==> src/rtl/data_bus_arbiter.sv <==
`default_nettype none
// ============================================================================
//  Module   : data_bus_arbiter
//  Purpose  : Two-master (m0/m1) arbiter in front of a single-issue data bus.
//             At most one read or write is issued per cycle. A master may hold
//             the bus with its lock input for up to LOCK_MAX transactions.
//             Read data returns one cycle after the read is issued and is
//             routed back to the master that issued the read.
//  Config   : DATA_BUS_ARB_ROUND_ROBIN_EN defined   -> round-robin on contention
//             DATA_BUS_ARB_ROUND_ROBIN_EN undefined -> m0 wins on contention
//  Revision : 1.0 - initial release
// ============================================================================
module data_bus_arbiter #(
   parameter int unsigned LOCK_MAX = 8
) (
   input  logic        clk,
   input  logic        rst_n,
   // master 0
   input  logic        m0_req,
   input  logic        m0_we,
   input  logic        m0_lock,
   input  logic [31:0] m0_addr,
   input  logic [31:0] m0_wdata,
   input  logic [3:0]  m0_wstrb,
   output logic        m0_gnt,
   output logic        m0_rvalid,
   output logic [31:0] m0_rdata,
   // master 1
   input  logic        m1_req,
   input  logic        m1_we,
   input  logic        m1_lock,
   input  logic [31:0] m1_addr,
   input  logic [31:0] m1_wdata,
   input  logic [3:0]  m1_wstrb,
   output logic        m1_gnt,
   output logic        m1_rvalid,
   output logic [31:0] m1_rdata,
   // bus side
   output logic        bus_r_en,
   output logic [31:0] bus_r_addr,
   input  logic [31:0] bus_r_data,
   output logic        bus_w_en,
   output logic [31:0] bus_w_addr,
   output logic [31:0] bus_w_data,
   output logic [3:0]  bus_w_strb
);

   localparam logic [7:0] LOCK_LIMIT = 8'(LOCK_MAX);

   typedef enum logic [1:0] {
      IDLE   = 2'd0,
      OWN_M0 = 2'd1,
      OWN_M1 = 2'd2
   } state_t;

   state_t      state_q, state_d;
   logic [7:0]  lock_cnt_q, lock_cnt_d;
   logic [7:0]  lock_cnt_inc;
   logic        rtag_vld_q, rtag_vld_d;
   logic        rtag_m1_q, rtag_m1_d;

   logic        gnt0, gnt1;
   logic        prefer_m1;      // on contention in IDLE, m1 wins when set
   logic        force_rel0;     // m0 lock cut off at LOCK_MAX this cycle
   logic        force_rel1;     // m1 lock cut off at LOCK_MAX this cycle

   logic        sel_we;
   logic [31:0] sel_addr;
   logic [31:0] sel_wdata;
   logic [3:0]  sel_wstrb;

   // Arbitration: owner-only grants while locked, otherwise sole requester or
   // contention winner. Grants are held off entirely while reset is asserted.
   always_comb begin
      gnt0 = 1'b0;
      gnt1 = 1'b0;
      if (rst_n) begin
         case (state_q)
            OWN_M0:  gnt0 = m0_req;
            OWN_M1:  gnt1 = m1_req;
            default: begin
               if (m0_req && m1_req) begin
                  gnt0 = ~prefer_m1;
                  gnt1 = prefer_m1;
               end else begin
                  gnt0 = m0_req;
                  gnt1 = m1_req;
               end
            end
         endcase
      end
   end

   assign m0_gnt = gnt0;
   assign m1_gnt = gnt1;

   // Bus mux: pass the granted master's payload through; read-side and
   // write-side fields stay zero unless that kind of access is issued.
   always_comb begin
      sel_we     = gnt1 ? m1_we    : m0_we;
      sel_addr   = gnt1 ? m1_addr  : m0_addr;
      sel_wdata  = gnt1 ? m1_wdata : m0_wdata;
      sel_wstrb  = gnt1 ? m1_wstrb : m0_wstrb;
      bus_r_en   = (gnt0 | gnt1) & ~sel_we;
      bus_w_en   = (gnt0 | gnt1) &  sel_we;
      bus_r_addr = bus_r_en ? sel_addr  : 32'h0;
      bus_w_addr = bus_w_en ? sel_addr  : 32'h0;
      bus_w_data = bus_w_en ? sel_wdata : 32'h0;
      bus_w_strb = bus_w_en ? sel_wstrb : 4'h0;
   end

   // Lock FSM next state: enter on a locked grant, count owner grants, leave
   // on an unlocked grant, on an idle unlocked cycle, or at LOCK_MAX.
   always_comb begin
      state_d      = state_q;
      lock_cnt_d   = lock_cnt_q;
      force_rel0   = 1'b0;
      force_rel1   = 1'b0;
      lock_cnt_inc = lock_cnt_q + 8'd1;
      case (state_q)
         OWN_M0: begin
            if (gnt0) begin
               if (!m0_lock) begin
                  state_d    = IDLE;
                  lock_cnt_d = 8'd0;
               end else if (lock_cnt_inc >= LOCK_LIMIT) begin
                  state_d    = IDLE;
                  lock_cnt_d = 8'd0;
                  force_rel0 = 1'b1;
               end else begin
                  lock_cnt_d = lock_cnt_inc;
               end
            end else if (!m0_lock) begin
               state_d    = IDLE;
               lock_cnt_d = 8'd0;
            end
         end
         OWN_M1: begin
            if (gnt1) begin
               if (!m1_lock) begin
                  state_d    = IDLE;
                  lock_cnt_d = 8'd0;
               end else if (lock_cnt_inc >= LOCK_LIMIT) begin
                  state_d    = IDLE;
                  lock_cnt_d = 8'd0;
                  force_rel1 = 1'b1;
               end else begin
                  lock_cnt_d = lock_cnt_inc;
               end
            end else if (!m1_lock) begin
               state_d    = IDLE;
               lock_cnt_d = 8'd0;
            end
         end
         default: begin
            // A limit of one means the locking grant is already the last one.
            if (gnt0 && m0_lock) begin
               if (LOCK_LIMIT <= 8'd1) begin
                  force_rel0 = 1'b1;
               end else begin
                  state_d    = OWN_M0;
                  lock_cnt_d = 8'd1;
               end
            end else if (gnt1 && m1_lock) begin
               if (LOCK_LIMIT <= 8'd1) begin
                  force_rel1 = 1'b1;
               end else begin
                  state_d    = OWN_M1;
                  lock_cnt_d = 8'd1;
               end
            end
         end
      endcase
   end

   // Read tag: remember who issued this cycle's read so next cycle's data
   // goes only to that master.
   always_comb begin
      rtag_vld_d = bus_r_en;
      rtag_m1_d  = gnt1;
   end

   // State, lock counter and read tag registers.
   always_ff @(posedge clk or negedge rst_n) begin
      if (!rst_n) begin
         state_q    <= IDLE;
         lock_cnt_q <= 8'd0;
         rtag_vld_q <= 1'b0;
         rtag_m1_q  <= 1'b0;
      end else begin
         state_q    <= state_d;
         lock_cnt_q <= lock_cnt_d;
         rtag_vld_q <= rtag_vld_d;
         rtag_m1_q  <= rtag_m1_d;
      end
   end

   assign m0_rvalid = rtag_vld_q & ~rtag_m1_q;
   assign m1_rvalid = rtag_vld_q &  rtag_m1_q;
   assign m0_rdata  = m0_rvalid ? bus_r_data : 32'h0;
   assign m1_rdata  = m1_rvalid ? bus_r_data : 32'h0;

`ifdef DATA_BUS_ARB_ROUND_ROBIN_EN
   logic rr_ptr_q, rr_ptr_d;

   // Round-robin pointer: points at the master that did not get the last
   // grant, which also hands the bus over after a LOCK_MAX cut-off.
   always_comb begin
      rr_ptr_d = rr_ptr_q;
      if (force_rel0) begin
         rr_ptr_d = 1'b1;
      end else if (force_rel1) begin
         rr_ptr_d = 1'b0;
      end else if (gnt0) begin
         rr_ptr_d = 1'b1;
      end else if (gnt1) begin
         rr_ptr_d = 1'b0;
      end
   end

   // Pointer register, resets to m0.
   always_ff @(posedge clk or negedge rst_n) begin
      if (!rst_n) begin
         rr_ptr_q <= 1'b0;
      end else begin
         rr_ptr_q <= rr_ptr_d;
      end
   end

   assign prefer_m1 = rr_ptr_q;
`else
   logic handover_m1_q, handover_m1_d;

   // Fixed priority with a one-shot hand-over: after m0 is cut off at
   // LOCK_MAX, m1 wins the next IDLE arbitration; any IDLE grant clears it.
   always_comb begin
      handover_m1_d = handover_m1_q;
      if (force_rel0) begin
         handover_m1_d = 1'b1;
      end else if (force_rel1 || ((state_q == IDLE) && (gnt0 || gnt1))) begin
         handover_m1_d = 1'b0;
      end
   end

   // Hand-over flag register.
   always_ff @(posedge clk or negedge rst_n) begin
      if (!rst_n) begin
         handover_m1_q <= 1'b0;
      end else begin
         handover_m1_q <= handover_m1_d;
      end
   end

   assign prefer_m1 = handover_m1_q;
`endif

endmodule
`default_nettype wire

==> config.mk <==
export PLATFORM = sky130hd
export DESIGN_NAME = data_bus_arbiter
export DESIGN_NICKNAME = d
export VERILOG_FILES = /design/src/rtl/data_bus_arbiter.sv
export SDC_FILE = /design/constraint.sdc
export NUM_CORES = 1
export LEC_CHECK = 0
export ABC_AREA = 0
export BUFFER_PORTS_ARGS = -buffer_cell sky130_fd_sc_hd__clkbuf_2
export CORE_AREA = 4 4 131 133
export CTS_CLUSTER_DIAMETER = 50
export DETAILED_ROUTE_END_ITERATION = 8
export DIE_AREA = 0 0 135 137
export MAX_ROUTING_LAYER = met4
export PLACE_DENSITY = 0.55
export SLEW_MARGIN = 40
export SYNTH_ARGS = -nofsm -noshare
export SYNTH_HDL_FRONTEND = slang
export SYNTH_SLANG_ARGS = --single-unit
==> constraint.sdc <==
create_clock -name clk -period 5.8 [get_ports clk]
set_clock_uncertainty 0.2 [all_clocks]
set_input_delay 0.58 -clock clk [delete_from_list [all_inputs] [get_ports clk]]
set_output_delay 0.58 -clock clk [all_outputs]
set_load 0.02 [all_outputs]
Word-level counts from Yosys, hierarchy flattened. Index checks and enable logic that the tools add are counted. Widths: inputs -> output; s select.

Memory bits (writable): 0. ROM bits: 0. Output and inout bits: 170. Register bits after elaboration: 13. Bits in latches: 0. Logic and storage cells: 74. Input bits: 176. Memories kept: 0.

Div/mod/pow operators: 0. $add $sub $neg: 1. $lt $le $gt $ge: 1. Shift-type cells: 0. $mul: 0. Bitwise gates (word level): 8. Multiplexer cells: 45. Equality and inequality tests: 4. Reductions and logical operators: 10.

Operators with widths (count): $mux 32 (7); $mux 8 (9); $mux 2 (9); $pmux 8 s2 (1); $mux 1 (14); $add 8x1->8 const B (1); $ge 8x4->1 const B (1); $mux 4 (2); $ne 3x3->1 const B (2); $and 1x1->1 (4); $logic_and 1x1->1 (4); $pmux 1 s2 (2); $pmux 2 s2 (1); $reduce_bool 4->1 (1); $not 1->1 (3); $reduce_and 3->1 (1); $eq 2x1->1 const B (1); $eq 2x2->1 const B (1); $logic_not 2->1 (1); $logic_or 1x1->1 (2); $reduce_bool 2->1 (1); $or 1x1->1 (1).

Depth between registers and ports, before layout.
Word-level depth: 9. Mapped depth: 9. Mapped depth without buffers: 9.

Worst setup path before layout. No wires, ideal clock.

Kind: register to output. Start point: register state_q[0]. End point: output bus_w_addr[22]. Arrival time: 2263 ps. Buffers on the path: 2. Stages on the path, launching flop included: 10. Slack: 2757 ps. Data required time: 5020 ps. Cells stage by stage: dfrtp_1 -> inv_1 -> ha_1 -> and3b_1 -> nor3_2 -> and2_4 -> a22oi_4 -> buf_4 -> buf_6 -> nor2_1.

Longest elaborated chain between the ends: 6. Elaborated cells between the ends (all ways): 11.

Ends and longest elaborated chain: start, declared (RTL line 56) `state_t state_q, state_d;`; start signal, assigned (RTL line 191) `state_q <= state_d;`; $eq 2x2->1 / $eq 2x1->1 (equally long branches) (RTL line 78) `case (state_q)`; $pmux 1 s2 (*) (RTL line 78); $mux 1 (*) (RTL line 77) `if (rst_n) begin`; via m0_gnt (RTL line 25) `output logic m0_gnt,`; $or 1x1->1 (*) (RTL line 105) `bus_w_en = (gnt0 | gnt1) & sel_we;`; $and 1x1->1 (*) (RTL line 105); $mux 32 (*) (RTL line 107) `bus_w_addr = bus_w_en ? sel_addr : 32'h0;`; end, declared (RTL line 43) `output logic [31:0] bus_w_addr,`.

Mark *: on every way through the listed nets, which the timed path passes. The rest lies on a longest branch.

Worst setup path in the final report.
Start point: register state_q[0]. End point: output bus_w_data[0].

Longest elaborated chain between the ends: 6. Elaborated cells between the ends (all ways): 11.

Ends and longest elaborated chain: $eq 2x2->1 / $eq 2x1->1 (equally long branches) (RTL line 78); $pmux 1 s2 (RTL line 78); $mux 1 (RTL line 77); $or 1x1->1 / $mux 1 (equally long branches) (RTL line 105, 100); $and 1x1->1 (RTL line 105); $mux 32 (*) (RTL line 108) `bus_w_data = bus_w_en ? sel_wdata : 32'h0;`; end, declared (RTL line 44) `output logic [31:0] bus_w_data,`.

Mark *: on every way between the ends. The rest lies on a longest branch, timed or not.

==> metrics.txt <==
# TYPE chip_impl_metric gauge
chip_impl_info{name="outcome",value="finished clean"} 1
chip_impl_metric{name="core",unit="sq um"} 15800
chip_impl_info{name="synth_top_cells_by_count",value="80 x sky130_fd_sc_hd__nand2_1, 67 x sky130_fd_sc_hd__nor2_1, 37 x sky130_fd_sc_hd__a21oi_1"} 1
chip_impl_metric{name="final_tns_setup",unit="ps"} 0
chip_impl_metric{name="antenna_found_initial",unit=""} 0
chip_impl_metric{name="route.antenna.remaining_nets",unit=""} 0
chip_impl_metric{name="tightest_slew",unit="ps"} 743
chip_impl_metric{name="start_util",unit="%"} 15.1
chip_impl_metric{name="ctsHoldBuffers",unit=""} 0
chip_impl_metric{name="leakage",unit="uW"} 0.00270
chip_impl_info{name="synth.most_common_cell",value="sky130_fd_sc_hd__nand2_1"} 1
chip_impl_metric{name="antenna_cells_inserted",unit=""} 0
chip_impl_info{name="crit_family",value="simple AND/OR/NAND/NOR gates"} 1
chip_impl_metric{name="power.density_cell_area",unit="nW/um^2"} 259
chip_impl_metric{name="clock_insertion_delay_worst_skew",unit="ps"} 240
chip_impl_info{name="cts-root-buf",value="sky130_fd_sc_hd__clkbuf_16"} 1
chip_impl_info{name="ys_top_cells_by_area",value="sky130_fd_sc_hd__dfrtp_1 14%, sky130_fd_sc_hd__mux2i_1 13%, sky130_fd_sc_hd__nand2_1 13%"} 1
chip_impl_metric{name="critical_path.max_stage_delay",unit="ps"} 680
chip_impl_metric{name="synth_area",unit="sq um"} 2390
chip_impl_metric{name="finalNetCount",unit=""} 889
chip_impl_metric{name="final-hold-violation-count",unit=""} 0
chip_impl_metric{name="grt_max_degree",unit=""} 72
chip_impl_metric{name="maxSlewHeadroom",unit="%"} 50.5
chip_impl_metric{name="rows",unit=""} 46
chip_impl_metric{name="yosysWarningCount",unit=""} 0
chip_impl_metric{name="post_synth_num_cell_types",unit=""} 39
chip_impl_metric{name="firstDrtPassIters",unit=""} 4
chip_impl_metric{name="power.share.switching",unit="%"} 55.4
chip_impl_metric{name="max_ir_drop_vdd",unit="V"} 0.000106
chip_impl_metric{name="number_of_global_route_vias_before_repair",unit=""} 3413
chip_impl_metric{name="final_routed_drc_violation_total",unit=""} 0
chip_impl_metric{name="first_pass_grt_wire_length",unit="microns"} 17000
chip_impl_metric{name="synth_edf_count",unit=""} 0
chip_impl_metric{name="cp_data_required_time",unit="ps"} 5020
chip_impl_metric{name="finalWirelength",unit="microns"} 12200
chip_impl_metric{name="async_flop_share",unit="%"} 100
chip_impl_info{name="hold_path.class",value="in2async"} 1
chip_impl_info{name="start_kind",value="flop"} 1
chip_impl_metric{name="detailedRoute.firstIterationViolations",unit=""} 138
chip_impl_info{name="crit_slowest_cell",value="sky130_fd_sc_hd__or3_2"} 1
chip_impl_info{name="synthFlopType",value="sky130_fd_sc_hd__dfrtp_1"} 1
chip_impl_metric{name="synthCells",unit=""} 384
chip_impl_metric{name="grt_util_all_layers",unit="%"} 11.4
chip_impl_metric{name="tritoncts.num_buffers",unit=""} 3
chip_impl_metric{name="final.period_utilization",unit="%"} 74.7
chip_impl_metric{name="synth_largest_type_area_fraction",unit="%"} 13.6
chip_impl_metric{name="setup_violations",unit=""} 0
chip_impl_metric{name="setup_slack_of_the_worst_register_to_register_path",unit="ps"} 2340
chip_impl_info{name="grt_setup_unrepaired",value="false"} 1
chip_impl_metric{name="syn_area_per_cell",unit="sq um"} 6.23
chip_impl_metric{name="vert_die_dim",unit="microns"} 137
chip_impl_info{name="rr_startpoint",value="state_q[0]"} 1
chip_impl_metric{name="critPathBufInv",unit=""} 4
chip_impl_metric{name="final_max_slew_viol_count",unit=""} 0
chip_impl_metric{name="timing.critical_path.fanout_max",unit=""} 47
chip_impl_metric{name="max_cap_viol_count",unit=""} 0
chip_impl_metric{name="switchingPower",unit="uW"} 626
chip_impl_metric{name="dp_hpwl",unit="microns"} 10100
chip_impl_metric{name="seqPwrFrac",unit="%"} 10.0
chip_impl_metric{name="wl_per_cell",unit="microns"} 13.2
chip_impl_metric{name="detailed_place.area",unit="sq um"} 4290
chip_impl_metric{name="post-route-cell-area",unit="sq um"} 4370
chip_impl_metric{name="combinationalPowerShare",unit="%"} 78.5
chip_impl_metric{name="cts_htree_levels",unit=""} 1
chip_impl_metric{name="worst-endpoint-arrival",unit="ps"} 3550
chip_impl_metric{name="cts_num_sinks",unit=""} 13
chip_impl_metric{name="finalWorstPathRequiredPeriod",unit="ps"} 4330
chip_impl_info{name="cp_cell_sequence",value="inv_1 -> ha_1 -> nor3b_1 -> or3_2 -> clkinv_2 -> a22oi_4 -> buf_12 -> a21oi_1 -> clkbuf_2"} 1
chip_impl_metric{name="internal-power",unit="uW"} 504
chip_impl_metric{name="postCtsResizedCells",unit=""} 0
chip_impl_metric{name="fp.dieArea",unit="sq um"} 18500
chip_impl_metric{name="via_count",unit=""} 3750
chip_impl_metric{name="grt-ovfl-total",unit=""} 0
chip_impl_metric{name="cts.reportedPaths.clkPinSlew",unit="ps"} 40
chip_impl_info{name="kind_of_critical_path",value="reg2out"} 1
chip_impl_metric{name="layout_cells_sized_above_1",unit="%"} 51.1
chip_impl_metric{name="die_w",unit="microns"} 135
chip_impl_metric{name="area_growth",unit="%"} 82.7
chip_impl_metric{name="yosysSeqAreaShare",unit="%"} 13.6
chip_impl_info{name="end_kind",value="primary output"} 1
chip_impl_metric{name="pwr-share-clk",unit="%"} 11.4
chip_impl_metric{name="synth.net_count",unit=""} 564
chip_impl_info{name="cp-startpoint",value="state_q[0]"} 1
chip_impl_metric{name="yosys_register_bits",unit=""} 13
chip_impl_metric{name="clk_path_buf_depth",unit=""} 2
chip_impl_metric{name="detail_route.vias_per_cell",unit=""} 4.06
chip_impl_metric{name="pin_count",unit=""} 346
chip_impl_info{name="cts_tree",value="yes"} 1
chip_impl_info{name="synth.largest_area_cell",value="sky130_fd_sc_hd__dfrtp_1"} 1
chip_impl_metric{name="numPortBuffers",unit=""} 345
chip_impl_metric{name="post_cts_buffers",unit=""} 0
chip_impl_metric{name="globalplace.congestion",unit=""} 0.838
chip_impl_metric{name="maximum_clock_frequency",unit="GHz"} 0.231
[path summary, 6_finish.rpt]
kind / cells past startpoint / to
max in group asynchronous: 1 / lock_cnt_q[1]
hold reg to reg: 1 / state_q[0]
min in group clk: 1 / state_q[0]
hold / removal: 1 / lock_cnt_q[4]
setup / recovery: 9 / bus_w_data[0]
setup reg to reg: 10 / handover_m1_q
[per-layer routing]
layer | wire length, microns | vias up | track usage (%)
met1 | 4720 | 1651 | 13.8
li1 | - | 1916 | -
met3 | 1050 | 6 | 1.03
met5 | 0 | - | -
met2 | 6370 | 177 | 21.1
met4 | 72 | 0 | 1.46
[cell type report]
class	instances	area [sq um]
fillers	1742	11500
repair buffers	351	1790
multi-input cells	332	1880
clock buffers	4	78.8
flip-flops and latches	13	325
inverters	8	31.3
well taps	216	270
[metrics by stage]
step	setup slack, ps	hold slack, ps	util (%)	std cells	total power [uW]
after floorplan	2760	84.4	-	384	720
after global placement	1530	303	27.1	920	1020
after detailed placement	1640	307	27.1	920	1010
after CTS	1370	53.3	27.6	924	1150
after global routing	1050	63.3	27.6	924	1220
final	1470	39.5	27.6	924	1130
[sequential cells by signal, summed over array words and instances, names as in the netlist]
register       flops
rtag_m1_q          1
handover_m1_q      1
state_q            2
rtag_vld_q         1
lock_cnt_q         8
[power by group through the flow]
stage                     Combinational (uW)  Clock (uW)  Sequential (uW)
final                                    887         129              113
after detailed placement                 897           0              115
after CTS                                899         132              114
after floorplan                          604           0              116
after global routing                     969         136              116
after global placement                   900           0              115
[cell families (layout without fill, tap and decap cells)]
family          count (synthesis)  in the layout  share of synthesized area (%)
mux                            32             32                           13.4
compound gates                 52             52                           13.6
fa+ha+maj                       4              4                           2.09
flops                          13             13                           13.6
xor+xnor                        4              4                           1.47
buf+inv                        39            363                           8.01
simple gates                  240            240                           47.9
[placed cells by master (no fill, tap or decap), types with 2 or more instances in the layout]
cell type,netlist,routed
sky130_fd_sc_hd__nor3b_1,2,2
sky130_fd_sc_hd__nand2_1,80,80
sky130_fd_sc_hd__clkbuf_2,0,345
sky130_fd_sc_hd__inv_1,7,7
sky130_fd_sc_hd__mux2i_1,32,32
sky130_fd_sc_hd__dfrtp_1,13,13
sky130_fd_sc_hd__buf_4,4,4
sky130_fd_sc_hd__a41o_1,2,2
sky130_fd_sc_hd__xor2_1,3,3
sky130_fd_sc_hd__nor2_1,67,67
sky130_fd_sc_hd__nand2b_1,2,2
sky130_fd_sc_hd__ha_1,4,4
sky130_fd_sc_hd__a31o_2,2,2
sky130_fd_sc_hd__and3_1,34,34
sky130_fd_sc_hd__clkbuf_16,0,3
sky130_fd_sc_hd__a21oi_1,37,37
sky130_fd_sc_hd__and2_1,34,34
sky130_fd_sc_hd__o21ai_0,2,2
sky130_fd_sc_hd__nor2b_1,10,10
sky130_fd_sc_hd__nand3_1,4,4
No activity file was read; power rests on OpenSTA's default activity.
